===== src/rtl/cache_inval_engine_pkg.sv =====
// Shared cache geometry and invalidation-engine state encodings.
package cache_inval_engine_pkg;
    localparam int INDEX_LENGTH   = 6;
    localparam int CACHE_LINE_NUM = 2 ** INDEX_LENGTH;

    typedef enum logic [1:0] {
        ST_IDLE   = 2'd0,
        ST_SWEEP  = 2'd1,
        ST_SINGLE = 2'd2,
        ST_DONE   = 2'd3
    } inval_state_t;
endpackage


===== src/rtl/cache_inval_engine_counter.sv =====
// Sweep index counter: load-zero, increment, terminal-count flag at the last line.
module inval_index_counter
    import cache_inval_engine_pkg::*;
#(
    parameter int INDEX_LENGTH = cache_inval_engine_pkg::INDEX_LENGTH
) (
    input  logic                    clk,
    input  logic                    rst,
    input  logic                    clear,
    input  logic                    inc,
    output logic [INDEX_LENGTH-1:0] count,
    output logic                    last
);
    always_ff @(posedge clk or negedge rst) begin
        if (!rst) begin
            count <= '0;
        end else if (clear) begin
            count <= '0;
        end else if (inc) begin
            count <= count + INDEX_LENGTH'(1);
        end
    end

    assign last = &count;
endmodule


===== src/rtl/cache_inval_engine.sv =====
// Valid-RAM invalidation engine: full flush sweep or single-line invalidate,
// owning the valid RAM write port while busy and passing controller writes through otherwise.
module cache_inval_engine
    import cache_inval_engine_pkg::*;
#(
    parameter int INDEX_LENGTH = cache_inval_engine_pkg::INDEX_LENGTH
) (
    input  logic                    clk,
    input  logic                    rst,
    input  logic                    flush_req,
    input  logic                    inv_req,
    input  logic [INDEX_LENGTH-1:0] inv_index,
    input  logic                    ctrl_w_en,
    input  logic [INDEX_LENGTH-1:0] ctrl_index,
    input  logic                    ctrl_valid_in,
    input  logic                    valid_rd,
    output logic                    vr_w_en,
    output logic [INDEX_LENGTH-1:0] vr_index,
    output logic                    vr_valid_in,
    output logic                    busy,
    output logic                    ctrl_stall,
    output logic                    done,
    output logic [INDEX_LENGTH:0]   cleared_cnt
);
    inval_state_t            state;
    logic [INDEX_LENGTH-1:0] inv_index_q;
    logic [INDEX_LENGTH-1:0] sweep_index;
    logic                    sweep_last;

    inval_index_counter #(.INDEX_LENGTH(INDEX_LENGTH)) u_counter (
        .clk   (clk),
        .rst   (rst),
        .clear (state == ST_IDLE && flush_req),
        .inc   (state == ST_SWEEP && !sweep_last),
        .count (sweep_index),
        .last  (sweep_last)
    );

    // busy and done are registered with the state so they never glitch.
    always_ff @(posedge clk or negedge rst) begin
        if (!rst) begin
            state       <= ST_IDLE;
            inv_index_q <= '0;
            cleared_cnt <= '0;
            busy        <= 1'b0;
            done        <= 1'b0;
        end else begin
            done <= 1'b0;
            case (state)
                ST_IDLE: begin
                    if (flush_req) begin
                        state       <= ST_SWEEP;
                        busy        <= 1'b1;
                        cleared_cnt <= '0;
                    end else if (inv_req) begin
                        state       <= ST_SINGLE;
                        busy        <= 1'b1;
                        inv_index_q <= inv_index;
                        cleared_cnt <= '0;
                    end
                end
                ST_SWEEP: begin
                    if (valid_rd) cleared_cnt <= cleared_cnt + (INDEX_LENGTH+1)'(1);
                    if (sweep_last) begin
                        state <= ST_DONE;
                        busy  <= 1'b0;
                        done  <= 1'b1;
                    end
                end
                ST_SINGLE: begin
                    cleared_cnt <= {{INDEX_LENGTH{1'b0}}, valid_rd};
                    state       <= ST_DONE;
                    busy        <= 1'b0;
                    done        <= 1'b1;
                end
                default: begin
                    state <= ST_IDLE;
                    busy  <= 1'b0;
                end
            endcase
        end
    end

    // Engine writes only ever clear a line, and only one that reads valid.
    always_comb begin
        vr_w_en     = 1'b0;
        vr_index    = sweep_index;
        vr_valid_in = 1'b0;
        case (state)
            ST_IDLE: begin
                vr_w_en     = ctrl_w_en;
                vr_index    = ctrl_index;
                vr_valid_in = ctrl_valid_in;
            end
            ST_SWEEP:  vr_w_en = valid_rd;
            ST_SINGLE: begin
                vr_w_en  = valid_rd;
                vr_index = inv_index_q;
            end
            default: ;
        endcase
    end

    assign ctrl_stall = busy;
endmodule


===== config.mk =====
export PLATFORM = sky130hd
export DESIGN_NAME = cache_inval_engine
export DESIGN_NICKNAME = d
export VERILOG_FILES = /design/src/rtl/cache_inval_engine_pkg.sv /design/src/rtl/cache_inval_engine_counter.sv /design/src/rtl/cache_inval_engine.sv
export SDC_FILE = /design/constraint.sdc
export NUM_CORES = 1
export LEC_CHECK = 0
export ABC_AREA = 1
export CAP_MARGIN = 20
export CORE_ASPECT_RATIO = 1.75
export CORE_MARGIN = 2
export CORE_UTILIZATION = 49
export DETAILED_ROUTE_END_ITERATION = 16
export PLACE_DENSITY_LB_ADDON = 0.05
export SLEW_MARGIN = 15
export SYNTH_ARGS = -nofsm -noshare
export SYNTH_HDL_FRONTEND = slang
export SYNTH_SLANG_ARGS = --single-unit

===== constraint.sdc =====
create_clock -name clk -period 2.1 [get_ports clk]
set_clock_uncertainty 0.2 [all_clocks]
set_input_delay 0.42 -clock clk [delete_from_list [all_inputs] [get_ports clk]]
set_output_delay 0.42 -clock clk [all_outputs]
set_load 0.01 [all_outputs]

==> out/qor.yml <==
synth_edf_count: 0
layout.nets: 263
wl_met3_um: 103
synth_xor_area_share_pct: 0
clkSlewWorstSetupHoldPaths_ns: 0.09
port_buffers: 36
synthAdderAreaFrac_pct: 5.10
critPathTopFamily: "buffers and inverters"
clk_latency_ns: 0.27
synth_seq_area_share_pct: 39.1
ir_worst_vdd_mv: 0.807
wire_per_inst_um: 14.7
synth_top_area_cell: "dfrtp_1"
antenna_found_initial: 0
grt_use_total_pct: 24.7
switching_share_pct: 43.0
seq_power_share_pct: 25.9
period_share_pct: 102
areaGrowthSynthToFinish_pct: 37.7
synthCells: 186
end_kind: "output pin"
critPathMaxFanout: 8
hold_viol: 0
yosysMostFrequentCell: "nand2_1"
numCtsBuffers: 3
period_minus_slack_ns: 2.14
route.detailed.drc: 0
grt_pass1_vias: 1483
ys.flop_type: "dfrtp_1"
clockBufferDepth: 2
num_vias: 1390
fin_cells: 265
p_sw_mw: 1.17
synth-seq-cells: 23
drive_above_1_share_pct: 24.9
die_w_um: 45.4
grt_first_pass_wirelength_um: 6420
synth_compound_area_share_pct: 9.01
combPwrFrac_pct: 63.6
cts_tree: "built"
setup-tns-final_ns: -0.0402
met1Wirelength_um: 1420
routed_wl_um: 3890
synth_top_area_share_pct: 39.1
worstPathCellList: "inv_2 -> ha_4 -> buf_8 -> buf_8 -> a22oi_2 -> nand2_1 -> buf_2"
gp_congestion: 0.888
ys_top_cells_by_count: "58 x nand2_1, 25 x inv_1, 23 x dfrtp_1"
status: "finished with violations"
core_area_um2: 2900
die_area_um2: 3480
cpMostUsedCell: "buf_8"
ys_async_sr_fraction_pct: 100
postSynthAreaPerCell_um2: 7.92
synth_top_family_by_area: "simple AND/OR/NAND/NOR gates"
rows: 26
synth_fp_nets: 211
slew_headroom_pct: 72.5
p_per_area_nw_per_um2: 1340
drt_iter0_markers: 38
clkPwrFrac_pct: 10.5
worst-path-buf-inv: 4
synth.cell_area_um2: 1470
routed.top_layer: "met4"
muxShareOfSynthArea_pct: 6.12
hold_slack_ns: 0.297
num_io_pins: 37
fmax_mhz: 467
viasPerCell: 5.25
path_class: "register to output pin"
cts_num_sinks: 23
yosys-top-cells-area: "dfrtp_1 39%, nand2_1 15%, inv_1 6.4%"
setup_viol: 1
crit_path_top_delay_cell: "dfrtp_1"
power.leakage_nw: 1.06
arrival_ns: 1.52
initial_core_util_pct: 50.9
grt_max_degree: 24
cp-start-kind: "register"
maxSlewViolCount: 0
ys_types: 27
pre_cts_ws_ns: -0.157
met2_wirelength_um: 2300
dp.cells: 255
htree_num_levels: 1
intPower_mw: 1.54
critPathRequiredTime_ns: 1.48
gr-total-overflow: 0
critPathMaxStageDelay_ns: 0.38
diodes: 0
root_buffer: "clkbuf_8"
layout_setup_ws_ns: -0.0402
cap_violations: 0
power.total_mw: 2.71
fillers: 240
tightest_slew_ns: 0.413
dpl.hpwl_um: 2930
min_path_type: "primary input to asynchronous set/reset pin"
die_y_um: 76.5
first_pass_iters: 4
synth-simple-area-share_pct: 31.5
violations: "negative setup slack"
rsz0062_at_grt: "yes"
final_antenna_net_count: 0
ys.warnings.count: 0
flip-flops by register name (all words and copies together), names as in the netlist:
signal,cells
cleared_cnt,7
inv_index_q,6
u_counter.count,6
state,2
busy,1
done,1
metrics by stage:
| stage | utilization, % | instance area [µm²] |
|---|---|---|
| final | 70.1 | 2030 |
| after global routing | 70.1 | 2030 |
| after CTS | 68.5 | 1980 |
| after global placement | 65.7 | 1900 |
| after floorplan | - | 1470 |
| after detailed placement | 65.7 | 1900 |
logic make-up (layout without fill, tap and decap cells):
family	Yosys count	in the layout
AND/OR/NAND/NOR	99	99
buffers and inverters	31	82
adder cells (fa/ha/maj)	6	6
multiplexers	6	6
AO/OA/AOI/OAI	21	21
flip-flops	23	23
area by class of cell:
class	count	area [µm²]	share of cell area [%]
Clock buffer	4	45.0	2.22
Timing Repair Buffer	51	457	22.5
Tap cell	28	35.0	1.73
Inverter	27	101	5.00
Sequential cell	23	576	28.4
Multi-Input combinational cell	132	815	40.2
repair_timing:
action	in CTS	in global routing
hold buffers	0	0
pin swaps	0	1
gates resized for setup	31	16
endpoints found under the setup margin	8	8
buffers inserted	2	4
metal layers:
metal  up-vias  global-route usage (%)
met5         -                       0
met4         0                    7.94
met3         6                    2.13
met2        33                    47.6
met1       658                    25.1
li1        693                       -
cells in the final DEF (no fill, tap or decap), drive strengths merged:
cell type       n
a21oi           5
a22oi           6
buf            22
clkbuf          4
clkdlybuf4s15   1
clkdlybuf4s50  28
dfrtp          23
ha              6
inv            27
mux2            6
nand2          66
nand3          15
nand3b          1
nand4           3
nor2           13
o21ai           9
o22ai           1
or2             1
final timing paths:
| check | start | end | slack, ns | cells past startpoint |
|---|---|---|---|---|
| min | rst | cleared_cnt[2] | 0.30 | 2 |
| min reg2reg | busy | busy | 0.31 | 2 |
| min in group clk | busy | busy | 0.31 | 2 |
| max reg2reg | state[1] | u_counter.count[2] | 0.19 | 8 |
| max in group asynchronous | rst | state[1] | 1.14 | 2 |
| max | state[1] | vr_index[1] | -0.04 | 7 |
power by group through the flow:
stage / logic [mW] / clock network, mW / registers, mW
2_1_floorplan: 0.935 / 0 / 0.690
3_3_place_gp: 1.50 / 0 / 0.694
3_5_place_dp: 1.54 / 0 / 0.701
4_1_cts: 1.60 / 0.292 / 0.696
5_1_grt: 1.88 / 0.306 / 0.719
6_report: 1.72 / 0.285 / 0.701
(Power assumes the default switching activity.)
